<file path="config.mk">
export PLATFORM = sky130hd
export DESIGN_NAME = mem_port_arb
export DESIGN_NICKNAME = d
export VERILOG_FILES = /design/src/rtl/mem_port_arb.sv
export SDC_FILE = /design/constraint.sdc
export NUM_CORES = 1
export LEC_CHECK = 0
export CORE_AREA = 2 2 111 113
export DETAILED_ROUTE_END_ITERATION = 12
export DIE_AREA = 0 0 113 115
export DONT_BUFFER_PORTS = 1
export GPL_TIMING_DRIVEN = 1
export PLACE_DENSITY = 0.7
export REMOVE_ABC_BUFFERS = 1
export SYNTH_ARGS = -nofsm -noshare
export SYNTH_HDL_FRONTEND = slang
export SYNTH_SLANG_ARGS = --single-unit
</file>
<file path="constraint.sdc">
create_clock -name clk_in -period 4.6 [get_ports clk_in]
set_clock_uncertainty 0.15 [all_clocks]
set_input_delay 0.92 -clock clk_in [delete_from_list [all_inputs] [get_ports clk_in]]
set_output_delay 0.92 -clock clk_in [all_outputs]
set_load 0.01 [all_outputs]
</file>
<file path="src/rtl/mem_port_arb.sv">
// Arbiter sharing one byte-serial memory controller between the IF fetch port and the MEM load/store port.
// MEM has priority, a starvation counter forces IF through, and a jump flush cancels an in-flight fetch.
module mem_port_arb #(
    parameter int STARVE_MAX = 4
) (
    input  logic        clk_in,
    input  logic        rst_in,
    input  logic        rdy_in,
    input  logic        flush,
    input  logic        if_re,
    input  logic [31:0] if_addr,
    input  logic [2:0]  if_len_in_byte,
    output logic        if_busy,
    output logic        if_done,
    output logic [31:0] if_r_data,
    input  logic        mem_re,
    input  logic        mem_we,
    input  logic [31:0] mem_addr,
    input  logic [31:0] mem_w_data,
    input  logic [2:0]  mem_len_in_byte,
    output logic        mem_busy,
    output logic        mem_done,
    output logic [31:0] mem_r_data,
    output logic        mc_start,
    output logic        mc_we,
    output logic [31:0] mc_addr,
    output logic [31:0] mc_w_data,
    output logic [2:0]  mc_len_in_byte,
    input  logic        mc_done,
    input  logic [31:0] mc_r_data,
    output logic [1:0]  dbg_state,
    output logic [3:0]  dbg_starve_cnt
);
    typedef enum logic [1:0] {IDLE, SERVE_IF, SERVE_MEM, DRAIN} state_t;

    state_t      state, state_nx;
    logic [3:0]  starve_cnt, starve_nx;
    logic        start_pend, start_nx;
    logic        if_done_pend, if_done_nx;
    logic        mem_done_pend, mem_done_nx;
    logic        mc_we_nx;
    logic [31:0] mc_addr_nx, mc_w_data_nx;
    logic [2:0]  mc_len_nx;
    logic [31:0] if_r_data_nx, mem_r_data_nx;

    logic any_mem, force_if, grant_if, grant_mem, flush_ok;

    function automatic logic len_ok(input logic [2:0] len);
        return (len == 3'd1) || (len == 3'd2) || (len == 3'd4);
    endfunction

    assign any_mem  = mem_re | mem_we;
    assign force_if = if_re && (starve_cnt == 4'(STARVE_MAX));
    assign grant_if  = rdy_in && (state == IDLE) && if_re && !flush && (force_if || !any_mem);
    assign grant_mem = rdy_in && (state == IDLE) && any_mem && !grant_if;
    assign flush_ok  = flush && rdy_in;

    always_comb begin
        state_nx      = state;
        starve_nx     = starve_cnt;
        start_nx      = start_pend;
        if_done_nx    = if_done_pend;
        mem_done_nx   = mem_done_pend;
        mc_we_nx      = mc_we;
        mc_addr_nx    = mc_addr;
        mc_w_data_nx  = mc_w_data;
        mc_len_nx     = mc_len_in_byte;
        if_r_data_nx  = if_r_data;
        mem_r_data_nx = mem_r_data;

        // Pending pulses leave the block only in a ready cycle, then clear.
        if (rdy_in) begin
            start_nx    = 1'b0;
            if_done_nx  = 1'b0;
            mem_done_nx = 1'b0;
        end

        if (grant_if) begin
            mc_we_nx     = 1'b0;
            mc_addr_nx   = if_addr;
            mc_w_data_nx = 32'd0;
            mc_len_nx    = if_len_in_byte;
            starve_nx    = 4'd0;
            if (len_ok(if_len_in_byte)) begin
                start_nx = 1'b1;
                state_nx = SERVE_IF;
            end else begin
                if_done_nx   = 1'b1;
                if_r_data_nx = 32'd0;
            end
        end else if (grant_mem) begin
            mc_we_nx     = mem_we;
            mc_addr_nx   = mem_addr;
            mc_w_data_nx = mem_w_data;
            mc_len_nx    = mem_len_in_byte;
            if (!if_re)
                starve_nx = 4'd0;
            else if (starve_cnt != 4'(STARVE_MAX))
                starve_nx = starve_cnt + 4'd1;
            if (len_ok(mem_len_in_byte)) begin
                start_nx = 1'b1;
                state_nx = SERVE_MEM;
            end else begin
                mem_done_nx   = 1'b1;
                mem_r_data_nx = 32'd0;
            end
        end

        // mc_done is a single-cycle event the controller will not repeat, so it is
        // captured even while rdy_in is low; only the port's done pulse waits for rdy_in.
        case (state)
            SERVE_IF: begin
                if (mc_done) begin
                    state_nx = IDLE;
                    if (!flush_ok) begin
                        if_r_data_nx = mc_r_data;
                        if_done_nx   = 1'b1;
                    end
                end else if (flush_ok) begin
                    state_nx = DRAIN;
                end
            end
            SERVE_MEM: begin
                if (mc_done) begin
                    state_nx      = IDLE;
                    mem_r_data_nx = mc_we ? 32'd0 : mc_r_data;
                    mem_done_nx   = 1'b1;
                end
            end
            DRAIN: begin
                if (mc_done) state_nx = IDLE;
            end
            default: ;
        endcase
    end

    always_ff @(posedge clk_in) begin
        if (rst_in) begin
            state          <= IDLE;
            starve_cnt     <= 4'd0;
            start_pend     <= 1'b0;
            if_done_pend   <= 1'b0;
            mem_done_pend  <= 1'b0;
            mc_we          <= 1'b0;
            mc_addr        <= 32'd0;
            mc_w_data      <= 32'd0;
            mc_len_in_byte <= 3'd0;
            if_r_data      <= 32'd0;
            mem_r_data     <= 32'd0;
        end else begin
            state          <= state_nx;
            starve_cnt     <= starve_nx;
            start_pend     <= start_nx;
            if_done_pend   <= if_done_nx;
            mem_done_pend  <= mem_done_nx;
            mc_we          <= mc_we_nx;
            mc_addr        <= mc_addr_nx;
            mc_w_data      <= mc_w_data_nx;
            mc_len_in_byte <= mc_len_nx;
            if_r_data      <= if_r_data_nx;
            mem_r_data     <= mem_r_data_nx;
        end
    end

    assign mc_start       = start_pend & rdy_in;
    assign if_done        = if_done_pend & rdy_in;
    assign mem_done       = mem_done_pend & rdy_in;
    assign if_busy        = if_re && !if_done;
    assign mem_busy       = any_mem && !mem_done;
    assign dbg_state      = state;
    assign dbg_starve_cnt = starve_cnt;
endmodule
</file>
# Word level (Yosys, flattened, before mapping)
# Index checks and enable logic that the tools add are counted.
word_totals:
  reg_bits: 141
  latchBits: 0
  ram_bits: 0
  rom_bits: 0
  inputBits: 142
  word_cells: 95
  memories: 0
op_classes:
  addsub: 1
  mul: 0
  div: 0
  n_lt_le_gt_ge: 0
  n_eq_ne: 12
  shift: 0
  n_mux: 42
  bitwise_logic: 4
  n_reduce_logical: 25
ops:
  columns: ["cell", "count"]
  rows:
  - ["2-to-1 mux 32 bit", 13]
  - ["2-to-1 mux 1 bit", 17]
  - ["2-to-1 mux 2 bit", 7]
  - ["logical AND 1 bit", 10]
  - ["2-to-1 mux 4 bit", 2]
  - ["== test 3 x 1 -> 1 bit (second input constant)", 2]
  - ["== test 3 x 2 -> 1 bit (second input constant)", 2]
  - ["== test 3 bit (second input constant)", 2]
  - ["2-to-1 mux 3 bit", 2]
  - ["logical NOT 1 bit", 5]
  - ["logical OR 1 bit", 5]
  - ["adder 4 x 1 -> 4 bit (second input constant)", 1]
  - ["== test 2 bit (second input constant)", 2]
  - ["== test 4 x 3 -> 1 bit (second input constant)", 1]
  - ["inequality test 4 x 3 -> 1 bit (second input constant)", 1]
  - ["case mux 2 bit (2 select lines)", 1]
  - ["OR reduction 2 bit", 2]
  - ["AND 1 bit", 3]
  - ["== test 2 x 1 -> 1 bit (second input constant)", 1]
  - ["logical NOT 2 bit", 1]
  - ["inequality test 2 x 1 -> 1 bit (second input constant)", 1]
  - ["AND reduction 2 bit", 1]
  - ["nonzero test 2 bit", 1]
  - ["OR 1 bit", 1]

# Depth between registers and ports, before layout
depth:
  depth_word: 12
  ltp_mapped: 8
  depth_no_buf: 6

# Least setup slack after synthesis
# Ideal clock, no wire load.
synth_path:
  kind: "in2reg"
  startpoint: "input rdy_in"
  endpoint: "register if_r_data[10]"
  setup_time_ps: 117
  arrival_time_ps: 2176
  required_ps: 4333
  setup_slack_ps: 2157
  stages: 6
  n_path_buf: 2
  path_cell_list: "or3b_1 > buf_2 > a211oi_4 > a211oi_2 > buf_2 > a22o_1"
synth_via:
  elab_chain_len: 8
  elab_cells_between_ends: 9
synth_lines:
  columns: ["item", "line", "rtl"]
  rows:
  - ["start: declaration", "8", "input logic rdy_in,"]
  - ["logical AND 1 bit (4 in a row)", "54", "assign grant_if = rdy_in && (state == IDLE) && if_re && !flush && (force_if || !any_mem);"]
  - ["2-to-1 mux 32 bit", "78", "if (grant_if) begin"]
  - ["2-to-1 mux 32 bit", "115", "if (!flush_ok) begin"]
  - ["2-to-1 mux 32 bit", "113", "if (mc_done) begin"]
  - ["2-to-1 mux 32 bit (*)", "111", "case (state)"]
  - ["end signal: assignment", "160", "if_r_data <= if_r_data_nx;"]
  - ["end: declaration", "15", "output logic [31:0] if_r_data,"]
# Mark *: on every way between the ends. The rest lies on a longest branch, timed or not.
# A chain may end at the register's enable or synchronous reset.

# Worst setup path after layout
layout_path:
  startpoint: "register starve_cnt[0], in the netlist dbg_starve_cnt[0]"
  endpoint: "register mc_w_data[23]"
layout_via:
  elab_chain_len: 6
  elab_cells_between_ends: 7
layout_lines:
  columns: ["item", "line", "rtl"]
  rows:
  - ["start: declaration", "37", "logic [3:0] starve_cnt, starve_nx;"]
  - ["start signal: assignment", "152", "starve_cnt <= starve_nx;"]
  - ["== test 4 x 3 -> 1 bit (*)", "53", "assign force_if = if_re && (starve_cnt == 4'(STARVE_MAX));"]
  - ["logical AND 1 bit (*)", "53", null]
  - ["logical OR 1 bit (*)", "54", null]
  - ["logical AND 1 bit (*)", "54", null]
  - ["logical NOT 1 bit", "55", "assign grant_mem = rdy_in && (state == IDLE) && any_mem && !grant_if;"]
  - ["logical AND 1 bit", "55", null]
  - ["end signal: assignment", "158", "mc_w_data <= mc_w_data_nx;"]
  - ["end: declaration", "27", "output logic [31:0] mc_w_data,"]
# Marks and branches as above.

==> qor.yml <==
initial_utilization_pct: 43.4
gp_congestion: 0.835
synth_top_area_share_pct: 55.1
start_kind: "flip-flop"
tns_ns: 0
yosys.area.top_type: "dfxtp_1"
grt_use_total_pct: 21.5
critPathRequiredTime_ns: 4.76
coreArea_um2: 11800
viasPerCell: 6.02
drtIter0Drc: 435
cts_htree_levels: 4
fmax_mhz: 344
cts-root-buf: "clkbuf_16"
die_h_um: 115
antenna_found_initial: 0
detail-route-antenna-nets: 0
cts_made_buffers: 17
synth-seq-cells: 141
finalMaxSlewViolations: 0
grt_pass1_vias: 4295
via_count: 4242
clk_pin_slew_ns: 0.06
cts_hold_buf: 0
final-setup-viol-count: 0
synth_area_um2: 5120
final_layout_size_suffix_gt1_share_pct: 8.06
cellPowerDensity_nw_per_um2: 496
ys_warn_count: 0
cp-end-kind: "flip-flop"
period_minus_slack_ns: 2.90
violations: "design-rule violations"
layout.filler_cells: 1067
run_status: "complete, but fails checks"
port_buffers: 0
cts.sinks: 141
rsz0062_at_grt: "false"
diodes: 0
grt-ovfl-total: 0
min_path_type: "flip-flop to flip-flop"
p_leak_uw: 0.00217
worstSkewPairLatency_ns: 0.41
worst-setup-path-type: "flip-flop to flip-flop"
vdd.ir_drop.worst_uv: 269
synth_most_common_cell: "nand2_1"
drc: 17
yosysSeqAreaShare_pct: 55.1
yosysUniqueCellTypes: 37
holdWs_ns: 0.339
syn_inst: 561
syn_to_final_growth_pct: 13.3
grt_max_degree: 65
place_hpwl_mm: 9.72
rows: 40
netlist_top_cells_count: "142 x nand2_1, 141 x dfxtp_1, 64 x a22o_1"
cts_resized: 0
max_slew.worst_pin.slew_ns: 1.29
first_pass_iters: 10
wl_per_cell_um: 20.0
ys_async_sr_fraction_pct: 0
hold_viol: 0
io_pins: 285
wl_mm: 14.1
synth-edff-count: 0
path_max_fanout: 38
relSlewSlack_pct: 14.0
max_stage_delay_ns: 0.71
syn_avg_cell_area_um2: 9.13
ctsLongestPathBuffers: 2
maxCapViolCount: 0
period_share_pct: 63.1
die_area_um2: 13000
synth_area_leaders: "dfxtp_1 55%, a22o_1 11%, nand2_1 10%, a31oi_1 4.5%, a21oi_1 3.7%"
synth_ff_type: "dfxtp_1"
postCtsSetupBuffers: 0
grt_pass1_wl_mm: 21.8
cpMaxStageDelayCell: "nand2_1"
arrival_ns: 3.06
dieWidth_um: 113
cp_cell_sequence: "inv_1 -> ha_1 -> and4b_1 -> o211ai_1 -> buf_4 -> nand2_1 -> a21oi_1"
nets: 689
tritoncts: "built"
==> cell families (layout without fill, tap and decap cells) <==
| logic type | Yosys count | after routing | share of synthesized area (%) |
|---|---|---|---|
| compound gates | 192 | 192 | 25.6 |
| buf+inv | 46 | 43 | 3.76 |
| fa+ha+maj | 2 | 2 | 0.489 |
| xor+xnor | 4 | 4 | 0.684 |
| flops | 141 | 141 | 55.1 |
| simple gates | 176 | 176 | 14.3 |
==> sequential cells by signal, indices dropped and copies added, names as in the netlist <==
name            cells
if_r_data          32
mc_addr            32
mc_w_data          32
mem_r_data         32
dbg_starve_cnt      4
mc_len_in_byte      3
dbg_state           2
if_done_pend        1
mc_we               1
mem_done_pend       1
start_pend          1
==> where the power goes <==
group / internal, uW / leakage (uW) / switching [uW] / total [uW]
Clock: 855 / 0.000280 / 511 / 1370
Combinational: 55.8 / 0.000745 / 109 / 165
Sequential: 1280 / 0.00115 / 69.8 / 1350
==> cell usage in the layout (no fill, tap or decap), drive strengths merged, types with 2 or more instances in the layout <==
cell,instances
a211oi,3
o211ai,2
nor3,4
xor2,2
a22o,64
nand2b,4
dfxtp,141
and2,4
o21ai,38
inv,5
xnor2,2
nand2,142
clkinvlp,4
a21oi,39
nand3,4
clkinv,5
a311oi,6
buf,7
a21boi,3
nor2b,2
or2,3
a31oi,37
bufinv,3
ha,2
nor2,6
clkbuf,19
==> final timing paths <==
check                          from             to  slack [ns]  cells past startpoint
setup reg to reg  dbg_starve_cnt[0]  mc_w_data[23]        1.70                      7
hold / removal        mem_done_pend  mem_done_pend        0.34                      2
setup / recovery  dbg_starve_cnt[0]  mc_w_data[23]        1.70                      7
hold reg to reg       mem_done_pend  mem_done_pend        0.34                      2
==> layer usage <==
metal / GRT usage [%] / up-vias / routed length (um)
met2: 35.3 / 236 / 6790
met3: 11.9 / 26 / 1630
li1: - / 1954 / -
met4: 8.13 / 0 / 262
met5: 0 / - / 0
met1: 23.3 / 2026 / 5380
==> per-stage QoR <==
stage	utilization, %	cells	setup WS [ns]	total power (uW)	area (um^2)
floorplan	-	519	0.387	1480	4940
global placement	44.1	673	1.53	1530	5210
detailed placement	44.1	673	1.43	1540	5210
CTS	49.1	705	1.68	2910	5800
global route	49.1	705	1.40	3000	5800
finish	49.1	705	1.70	2880	5800
==> cell type report <==
type / instances / area, um^2 / area share, %
clock buffer: 19 / 433 / 7.46
clock inverter: 13 / 165 / 2.85
inverter: 4 / 15.0 / 0.259
multi-input combinational: 374 / 2130 / 36.7
sequential: 141 / 2820 / 48.6
tap: 147 / 184 / 3.17
timing repair buffer: 7 / 52.6 / 0.905
==> worst max-delay path, delay by kind of cell (launching register included) <==
family	cells	cell delay, ns
compound gates	2	0.54
fa+ha+maj	1	0.21
buf+inv	2	0.47
flops	1	0.47
simple gates	2	0.97
No activity file was read; power rests on OpenSTA's default activity.
